[config.mk]
export PLATFORM = sky130hd
export DESIGN_NAME = jk_cmd_sequencer
export DESIGN_NICKNAME = d
export VERILOG_FILES = /design/src/rtl/jk_seq_pkg.sv /design/src/rtl/jk_cmd_fifo.sv /design/src/rtl/jk_cmd_sequencer.sv
export SDC_FILE = /design/constraint.sdc
export NUM_CORES = 1
export LEC_CHECK = 0
export ABC_AREA = 1
export CAP_MARGIN = 20
export CORE_MARGIN = 4
export CORE_UTILIZATION = 55
export CTS_BUF_LIST = sky130_fd_sc_hd__clkbuf_16
export DETAILED_ROUTE_END_ITERATION = 7
export GPL_TIMING_DRIVEN = 0
export PLACE_DENSITY = 0.78
export SLEW_MARGIN = 5
export SYNTH_ARGS = -nofsm -noshare
export SYNTH_HDL_FRONTEND = slang
export SYNTH_HIERARCHICAL = 1
export SYNTH_SLANG_ARGS = --single-unit
[constraint.sdc]
create_clock -name clk -period 2.9 [get_ports clk]
set_input_delay 0.58 -clock clk [delete_from_list [all_inputs] [get_ports clk]]
set_output_delay 0.58 -clock clk [all_outputs]
set_load 0.05 [all_outputs]
[src/rtl/jk_seq_pkg.sv]
// rtl/jk_seq_pkg.sv - shared types, op encodings and JK helpers for the JK command sequencer
package jk_seq_pkg;

  // Width of the repeat-length field carried in a queued command
  localparam int CMD_LEN_W = 4;

  localparam logic [1:0] OP_HOLD = 2'b00;
  localparam logic [1:0] OP_RST  = 2'b01;
  localparam logic [1:0] OP_SET  = 2'b10;
  localparam logic [1:0] OP_TOG  = 2'b11;

  typedef enum logic {
    IDLE  = 1'b0,
    DRIVE = 1'b1
  } state_t;

  // Op sits in the upper bits so the FIFO word is simply {op, len}
  typedef struct packed {
    logic [1:0]           op;
    logic [CMD_LEN_W-1:0] len;
  } cmd_t;

  // Drive pair {J, K} for a command op
  function automatic logic [1:0] op_to_jk(input logic [1:0] op);
    logic [1:0] jk;
    case (op)
      OP_RST:  jk = 2'b01;
      OP_SET:  jk = 2'b10;
      OP_TOG:  jk = 2'b11;
      default: jk = 2'b00;
    endcase
    return jk;
  endfunction

  // Next Q of an ideal JK flip-flop
  function automatic logic jk_next(input logic q, input logic j, input logic k);
    logic qn;
    case ({j, k})
      2'b10:   qn = 1'b1;
      2'b01:   qn = 1'b0;
      2'b11:   qn = ~q;
      default: qn = q;
    endcase
    return qn;
  endfunction

endpackage

[src/rtl/jk_cmd_fifo.sv]
// rtl/jk_cmd_fifo.sv - synchronous command FIFO with full/empty/count status
module jk_cmd_fifo #(
  parameter int DEPTH = 4,
  parameter int WIDTH = 6
) (
  input  logic                     clk,
  input  logic                     rst,
  input  logic                     i_push,
  input  logic [WIDTH-1:0]         i_wdata,
  input  logic                     i_pop,
  output logic [WIDTH-1:0]         o_rdata,
  output logic                     o_full,
  output logic                     o_empty,
  output logic [$clog2(DEPTH):0]   o_count
);

  localparam int AW = $clog2(DEPTH);
  localparam logic [AW:0] L_FULL = (AW+1)'(DEPTH);

  logic [WIDTH-1:0] r_mem [DEPTH];
  logic [AW-1:0]    r_wr_ptr;
  logic [AW-1:0]    r_rd_ptr;
  logic [AW:0]      r_count;
  logic             w_wr;
  logic             w_rd;

  // Requests are qualified here so a push on full or pop on empty is ignored
  assign w_wr    = i_push & ~o_full;
  assign w_rd    = i_pop & ~o_empty;
  assign o_full  = (r_count == L_FULL);
  assign o_empty = (r_count == '0);
  assign o_count = r_count;
  assign o_rdata = r_mem[r_rd_ptr];

  // Storage array; contents need no reset because count gates visibility
  always_ff @(posedge clk) begin
    if (w_wr) begin
      r_mem[r_wr_ptr] <= i_wdata;
    end
  end

  // Pointers wrap naturally because DEPTH is a power of two
  always_ff @(posedge clk or negedge rst) begin
    if (!rst) begin
      r_wr_ptr <= '0;
      r_rd_ptr <= '0;
      r_count  <= '0;
    end else begin
      if (w_wr) r_wr_ptr <= r_wr_ptr + 1'b1;
      if (w_rd) r_rd_ptr <= r_rd_ptr + 1'b1;
      case ({w_wr, w_rd})
        2'b10:   r_count <= r_count + 1'b1;
        2'b01:   r_count <= r_count - 1'b1;
        default: r_count <= r_count;
      endcase
    end
  end

endmodule

[src/rtl/jk_cmd_sequencer.sv]
// rtl/jk_cmd_sequencer.sv - queued command stream to registered J/K drive with a Q reference model
module jk_cmd_sequencer
  import jk_seq_pkg::*;
#(
  parameter int DEPTH = 4,
  parameter int LEN_W = CMD_LEN_W
) (
  input  logic                    clk,
  input  logic                    rst,
  input  logic                    cmd_valid,
  output logic                    cmd_ready,
  input  logic [1:0]              cmd_op,
  input  logic [LEN_W-1:0]        cmd_len,
  output logic                    J,
  output logic                    K,
  input  logic                    q_fb,
  output logic                    q_pred,
  output logic                    busy,
  output logic                    mismatch,
  input  logic                    err_clr,
  output logic [$clog2(DEPTH):0]  fifo_count
);

  logic [LEN_W+1:0]  w_rdata;
  cmd_t              w_head;
  logic              w_full;
  logic              w_empty;
  logic              w_pop;

  state_t            r_state;
  state_t            w_state_nxt;
  logic [LEN_W-1:0]  r_cnt;
  logic [LEN_W-1:0]  w_cnt_nxt;
  logic              r_j;
  logic              r_k;
  logic              w_j_nxt;
  logic              w_k_nxt;
  logic              r_q_pred;
  logic              r_mismatch;
  logic              r_chk_en;

  jk_cmd_fifo #(
    .DEPTH (DEPTH),
    .WIDTH (LEN_W + 2)
  ) u_fifo (
    .clk     (clk),
    .rst     (rst),
    .i_push  (cmd_valid),
    .i_wdata ({cmd_op, cmd_len}),
    .i_pop   (w_pop),
    .o_rdata (w_rdata),
    .o_full  (w_full),
    .o_empty (w_empty),
    .o_count (fifo_count)
  );

  // The packed command struct fixes the length width to CMD_LEN_W
  assign w_head    = cmd_t'(w_rdata);
  assign cmd_ready = ~w_full;
  assign J         = r_j;
  assign K         = r_k;
  assign q_pred    = r_q_pred;
  assign busy      = (r_state == DRIVE);
  assign mismatch  = r_mismatch;

  // FSM state register
  always_ff @(posedge clk or negedge rst) begin
    if (!rst) begin
      r_state <= IDLE;
    end else begin
      r_state <= w_state_nxt;
    end
  end

  // FSM next state: leave DRIVE only when the last cycle ends with nothing queued
  always_comb begin
    w_state_nxt = r_state;
    case (r_state)
      IDLE:    w_state_nxt = w_empty ? IDLE : DRIVE;
      DRIVE:   w_state_nxt = ((r_cnt == '0) && w_empty) ? IDLE : DRIVE;
      default: w_state_nxt = IDLE;
    endcase
  end

  // FSM outputs: pop request and next drive/counter values, loading back-to-back with no bubble
  always_comb begin
    w_pop     = 1'b0;
    w_cnt_nxt = r_cnt;
    w_j_nxt   = r_j;
    w_k_nxt   = r_k;
    case (r_state)
      IDLE: begin
        if (!w_empty) begin
          w_pop              = 1'b1;
          w_cnt_nxt          = w_head.len;
          {w_j_nxt, w_k_nxt} = op_to_jk(w_head.op);
        end else begin
          w_j_nxt = 1'b0;
          w_k_nxt = 1'b0;
        end
      end
      DRIVE: begin
        if (r_cnt != '0) begin
          w_cnt_nxt = r_cnt - 1'b1;
        end else if (!w_empty) begin
          w_pop              = 1'b1;
          w_cnt_nxt          = w_head.len;
          {w_j_nxt, w_k_nxt} = op_to_jk(w_head.op);
        end else begin
          w_j_nxt = 1'b0;
          w_k_nxt = 1'b0;
        end
      end
      default: begin
        w_j_nxt = 1'b0;
        w_k_nxt = 1'b0;
      end
    endcase
  end

  // Drive registers and repeat counter
  always_ff @(posedge clk or negedge rst) begin
    if (!rst) begin
      r_cnt <= '0;
      r_j   <= 1'b0;
      r_k   <= 1'b0;
    end else begin
      r_cnt <= w_cnt_nxt;
      r_j   <= w_j_nxt;
      r_k   <= w_k_nxt;
    end
  end

  // Reference model: advances from the same J/K the downstream flop samples this edge
  always_ff @(posedge clk or negedge rst) begin
    if (!rst) begin
      r_q_pred <= 1'b0;
    end else begin
      r_q_pred <= jk_next(r_q_pred, r_j, r_k);
    end
  end

  // Sticky divergence flag; checking starts one edge after reset release and a new difference beats err_clr
  always_ff @(posedge clk or negedge rst) begin
    if (!rst) begin
      r_chk_en   <= 1'b0;
      r_mismatch <= 1'b0;
    end else begin
      r_chk_en <= 1'b1;
      if (r_chk_en && (q_fb != r_q_pred)) begin
        r_mismatch <= 1'b1;
      end else if (err_clr) begin
        r_mismatch <= 1'b0;
      end
    end
  end

endmodule

==> results of run 1 <==
==> cell families after synthesis <==
| group | synth area share |
|---|---|
| flip-flops | 0.590 |
| XOR/XNOR | 0.00451 |
| AND/OR/NAND/NOR | 0.193 |
| adder cells (fa/ha/maj) | 0.0489 |
| AO/OA/AOI/OAI | 0.0708 |
| buffers and inverters | 0.0908 |
| other | 0.00193 |
==> power groups by stage <==
stage / Sequential [uW] / Clock, uW / Combinational, uW
3_3_place_gp: 905 / 0 / 1130
4_1_cts: 912 / 638 / 1180
3_5_place_dp: 922 / 0 / 1180
2_1_floorplan: 1060 / 0 / 722
6_report: 910 / 621 / 1170
5_1_grt: 932 / 660 / 1300
==> per-stage QoR <==
stage	util	power, uW	std cells	hold WS, ps
floorplan	-	1780	195	284
global placement	0.651	2030	260	458
detailed placement	0.651	2100	260	473
CTS	0.702	2730	268	483
global route	0.702	2890	268	521
finish	0.702	2700	268	475
==> cell usage after synthesis, types with 2 or more instances <==
cell type  instances  area (um2)
nand2_1           56         210
inv_1             34         128
edfxtp_1          24         721
dfrtp_1           17         425
o211ai_1          12        90.1
nand3_1           10        50.1
nor2_1             9        33.8
ha_1               6        75.1
inv_2              4        15.0
o21ai_0            3        15.0
buf_6              2        22.5
nand2_4            2        22.5
nand3_2            2        20.0
o21ai_1            2        10.0
==> registers in the layout, indices dropped and copies added (netlist names), 2 cells and up <==
| name | count |
|---|---|
| u_fifo/o_count | 3 |
| u_fifo/r_wr_ptr | 2 |
| r_cnt | 4 |
| u_fifo/r_mem | 24 |
| u_fifo/r_rd_ptr | 2 |
==> worst min-delay path by stage <==
stage | from | to | cells after the start
global placement | K$_DFFE_PN0P_ | q_pred$_DFFE_PN0P_ | 1
floorplan | rst | J$_DFFE_PN0P_ | 0
global route | K$_DFFE_PN0P_ | q_pred$_DFFE_PN0P_ | 1
finish | K$_DFFE_PN0P_ | q_pred$_DFFE_PN0P_ | 1
detailed placement | K$_DFFE_PN0P_ | q_pred$_DFFE_PN0P_ | 1
CTS | K$_DFFE_PN0P_ | q_pred$_DFFE_PN0P_ | 1
==> metal layers <==
layer  vias up  global-route usage  wire length (um)
li1        671                   -                 -
met1       635               0.229              1520
met2        27               0.296              1750
met3         5              0.0416               141
met4         0              0.0911                61
met5         -                   0                 0
==> cell type report <==
type,count,area share
inverter,39,0.0630
sequential,41,0.485
multi-input combinational,112,0.263
buffer,3,0.0117
clock inverter,3,0.0196
tap,46,0.0244
timing repair buffer,19,0.0805
clock buffer,5,0.0530
==> reports/summary.txt, run 1 <==
Status: complete, no violations
Worst R2R Setup Slack: 490 ps
Initial Util: 0.578
Worst vdd ir: 517 uV
Max Freq: 415 MHz
First-pass GRT wire length: 5940 um
CTS tree: built
P&R area growth vs syn: 21.6%
Max cap viols: 0
PostCTS Resize Cnt: 0
Critical path arrival: 2580 ps
IO Count: 20
Final hold vios: 0
Gpl congestion: 0.766
Die height: 67.4 um
Startpoint types: register
CP peak stage delay: 390 ps
Ys flop type: edfxtp_1
R2r startpoint: r_cnt[0]$_DFF_PN0_
Hold-fix buffers, CTS: 0
Max-slew violations: 0
# port buffers: 19
Clk slew on worst S/H paths: 60 ps
WL final: 3480 um
Fin nets: 239
Relative slew slack: 0.475
FF+latch area: 0.00115 mm2
Drt initial violations: 79
Worst Setup EP: u_fifo/o_count[2]$_DFFE_PN0P_
Yosys Warn Count: 6
Hold Path Class: reg2reg
Clk sink count: 41
Commonest non-fill, non-tap cells in the layout: 56 x nand2_1, 34 x inv_1, 24 x edfxtp_1
Net switching power: 1080 uW
Register area share after synthesis: 0.590
Post-CTS Repair Setup Buffers: 0
Total grt overflow: 0
Setup CP Type: reg2reg
RSZ-0062 raised after global routing: false
Root buffer cell: clkbuf_16
Pin count of the biggest net entering global routing: 18
Post-synth EDFFs: 24
Mapped Nets: 213
Top delay family on crit path: simple AND/OR/NAND/NOR gates
CTS buffer count: 5
CORE AREA: 0.00336 mm2
Routed wire per std cell: 13.0 um
#FFs+latches synth: 41
Capturing point of the worst reg2reg path: u_fifo/o_count[2]$_DFFE_PN0P_
R2R depth: 15
Mapped Area: 0.00194 mm2
Post-route minimum period: 2410 ps
Slowest cell on crit path: fa_1
Initial antenna violation count: 0
Multi-input gate area: 621 um2
DP Worst Slack: 501 ps
Crit path top cell by count: nand2_1
ANT nets after route: 0
Worst-Skew Late Latency: 280 ps
Worst-Margin Slew: 784 ps
Final setup viols: 0
Antenna Cells: 0
Crit path depth: 15
Yosys cell types: 26
Critical path cell sequence: inv_1 -> ha_1 -> nand3_2 -> nand2_4 -> inv_4 -> nor2_1 -> nand2_1 -> inv_1 -> ha_1 -> inv_1 -> fa_1 -> nand2_1 -> nand3_1 -> nand2_1 -> nand2_1
Worst Setup SP: r_cnt[0]$_DFF_PN0_
P per Cell Area: 1140 mW/mm2
Worst-path maximum fanout: 9
Post-route cell area: 0.00236 mm2
Num rows: 21
Switching Share: 0.399
Vias per cell: 4.99
Share of cells above drive strength 1: 0.113
Final TNS setup: 0 ps
CP Capture Type: register
Commonest non-fill, non-tap cell in the layout: nand2_1
Fin worst setup slack: 491 ps
Critical path buffer and inverter count: 4
Static Leak: 0.00109 uW
Fillers: 264
Reg power frac: 0.337
Via count: 1338
P_int: 1620 uW
Clk pwr share: 0.230
Mean Syn Cell Area: 9.96 um2
Part of the cycle the worst path needs: 0.831
Synth Instances: 195
Critical Path RT: 3070 ps
Ys async rst share: 0.415
DP Wirelength: 2640 um
Placed cell areas: 0.00219 mm2
TritonRoute pass-1 iters: 5
Logic pwr share: 0.433
Die area: 0.00455 mm2
# DRC: 0
Clock Tree Buf Depth: 2
Die X: 67.4 um
Total GRT Usage: 0.182
Skew final: 4.51 ps
Vias in the first global route: 1314
Number of H-tree levels: 2
Power figures use the tool's default switching activity.
==> run 2: changes to the inputs <==
Clock period 2.9 ns to 2.3 ns, I/O delays scaled along.
==> reports/summary.txt, run 2 (synthesis results as in run 1) <==
CORE AREA: 0.00336 mm2 (unchanged)
R2r startpoint: r_cnt[0]$_DFF_PN0_ (unchanged)
Crit path top cell by count: nand2_1 (unchanged)
Via count: 1379 (was 1338)
Multi-input gate area: 643 um2 (was 621 um2)
Routed wire per std cell: 13.4 um (was 13.0 um)
Placed cell areas: 0.00219 mm2 (about the same)
Number of H-tree levels: 2 (unchanged)
P per Cell Area: 1460 mW/mm2 (was 1140 mW/mm2)
P&R area growth vs syn: 23.3% (was 21.6%)
Final hold vios: 0 (unchanged)
Skew final: 5.43 ps (was 4.51 ps)
Max Freq: 468 MHz (was 415 MHz)
Post-route minimum period: 2130 ps (was 2410 ps)
First-pass GRT wire length: 5980 um (was 5940 um)
Vias per cell: 5.13 (was 4.99)
Fillers: 258 (was 264)
TritonRoute pass-1 iters: 4 (was 5)
Critical path cell sequence: inv_2 -> ha_4 -> nand3_2 -> nand2_4 -> inv_4 -> nor2_4 -> nand2_1 -> inv_1 -> ha_2 -> inv_1 -> fa_1 -> nand2_1 -> nand3_1 -> nand2_1 -> nand2_1 (was inv_1 -> ha_1 -> nand3_2 -> nand2_4 -> inv_4 -> nor2_1 -> nand2_1 -> inv_1 -> ha_1 -> inv_1 -> fa_1 -> nand2_1 -> nand3_1 -> nand2_1 -> nand2_1)
Max-slew violations: 0 (unchanged)
CP peak stage delay: 390 ps (about the same)
Gpl congestion: 0.784 (was 0.766)
Worst vdd ir: 882 uV (was 517 uV)
CP Capture Type: register (unchanged)
Startpoint types: register (unchanged)
Die X: 67.4 um (unchanged)
Reg with most FFs: u_fifo/r_mem (unchanged)
Relative slew slack: 0.478 (was 0.475)
Post-route cell area: 0.00240 mm2 (was 0.00236 mm2)
Worst-Skew Late Latency: 280 ps (about the same)
Critical path buffer and inverter count: 4 (unchanged)
# port buffers: 19 (unchanged)
Clock Tree Buf Depth: 2 (unchanged)
Antenna Cells: 0 (unchanged)
Part of the cycle the worst path needs: 0.928 (was 0.831)
Max reg flops: 24 (unchanged)
Top delay family on crit path: adder cells (was simple AND/OR/NAND/NOR gates)
Clk slew on worst S/H paths: 60 ps (about the same)
Critical Path RT: 2470 ps (was 3070 ps)
Setup CP Type: reg2reg (unchanged)
FF+latch area: 0.00115 mm2 (about the same)
Hold_sp: K$_DFFE_PN0P_ (unchanged)
Worst-path maximum fanout: 4 (was 9)
Hold Path Class: reg2reg (unchanged)
Initial Util: 0.578 (unchanged)
Fin nets: 240 (was 239)
Clk sink count: 41 (unchanged)
Status: complete, no violations (unchanged)
Hold-fix buffers, CTS: 0 (unchanged)
Initial antenna violation count: 0 (unchanged)
CTS tree: built (unchanged)
Final TNS setup: 0 ps (unchanged)
Total grt overflow: 0 (unchanged)
Commonest non-fill, non-tap cell in the layout: nand2_1 (unchanged)
# DRC: 0 (unchanged)
DP Wirelength: 2610 um (was 2640 um)
WL final: 3620 um (was 3480 um)
Slowest cell on crit path: dfrtp_1 (was fa_1)
Worst-Margin Slew: 781 ps (was 784 ps)
Commonest non-fill, non-tap cells in the layout: 56 x nand2_1, 32 x inv_1, 24 x edfxtp_1 (was 56 x nand2_1, 34 x inv_1, 24 x edfxtp_1)
Drt initial violations: 104 (was 79)
Total GRT Usage: 0.185 (was 0.182)
Final setup viols: 0 (unchanged)
Vias in the first global route: 1284 (was 1314)
Pin count of the biggest net entering global routing: 18 (unchanged)
Critical path arrival: 2300 ps (was 2580 ps)
Die height: 67.4 um (unchanged)
Die area: 0.00455 mm2 (unchanged)
RSZ-0062 raised after global routing: false (unchanged)
Root buffer cell: clkbuf_16 (unchanged)
Total power: 3490 uW (was 2700 uW)
ANT nets after route: 0 (unchanged)
Worst Setup SP: r_cnt[0]$_DFF_PN0_ (unchanged)
Share of cells above drive strength 1: 0.143 (was 0.113)
Num rows: 21 (unchanged)
Max cap viols: 0 (unchanged)
IO Count: 20 (unchanged)
CTS buffer count: 5 (unchanged)
Static Leak: 0.00109 uW (about the same)
## run 2: cell types whose count changed in the layout (fill, tap and decap cells not counted)
| cell | delta |
|---|---|
| ha_4 | +1 |
| inv_1 | -2 |
| dlymetal6s2s_1 | +1 |
| clkdlybuf4s50_1 | -1 |
| buf_4 | +1 |
| dfrtp_2 | +1 |
| nor2_4 | +1 |
| dfrtp_1 | -1 |
| ha_1 | -2 |
| nor2_1 | -1 |
| inv_2 | +2 |
| ha_2 | +1 |
## run 2: layout make-up
| type | count | area share |
|---|---|---|
| Inverter | 39 | 0.0621 |
| Buffer | 3 | 0.0115 |
| Clock inverter | 3 | 0.0193 |
| Multi-Input combinational cell | 112 | 0.268 |
| Timing Repair Buffer | 20 | 0.0836 |
| Tap cell | 46 | 0.0240 |
| Sequential cell | 41 | 0.479 |
| Clock buffer | 5 | 0.0522 |
## run 2: worst paths after layout
kind	cells after the start	slack [ps]	endpoint
setup / recovery	15	170	u_fifo/o_count[2]$_DFFE_PN0P_
setup reg to reg	15	170	u_fifo/o_count[2]$_DFFE_PN0P_
min in group asynchronous	1	640	mismatch$_DFFE_PN0P_
hold reg to reg	1	480	q_pred$_DFFE_PN0P_
max in group asynchronous	1	1130	u_fifo/o_count[0]$_DFFE_PN0P_
hold / removal	1	480	q_pred$_DFFE_PN0P_
## run 2: what timing repair did
action,in CTS,in global routing
endpoints found under the hold margin,0,0
endpoints found under the setup margin,1,3
resized for setup,2,6
pin swaps,1,1
buffers inserted,1,0
## run 2: power by group
group	total, uW	switching, uW	internal, uW	leakage [uW]
Sequential	1150	136	1010	0.000421
Clock	784	272	513	0.0000800
Combinational	1560	995	561	0.000587
## run 2: through the flow
stage / hold WS [ps] / cells / setup slack [ps] / util
6_report: 484 / 269 / 165 / 0.712
5_1_grt: 508 / 269 / 1.45 / 0.712
4_1_cts: 487 / 269 / 36.3 / 0.706
3_5_place_dp: 478 / 260 / -56.7 / 0.652
3_3_place_gp: 458 / 260 / 48.7 / 0.652
2_1_floorplan: 164 / 195 / 7.88 / -
## run 2: metal layers
metal	track usage	part of all wire
met1	0.225	0.42
met2	0.298	0.52
met3	0.0666	0.047
met4	0.0810	0.018
met5	0	0
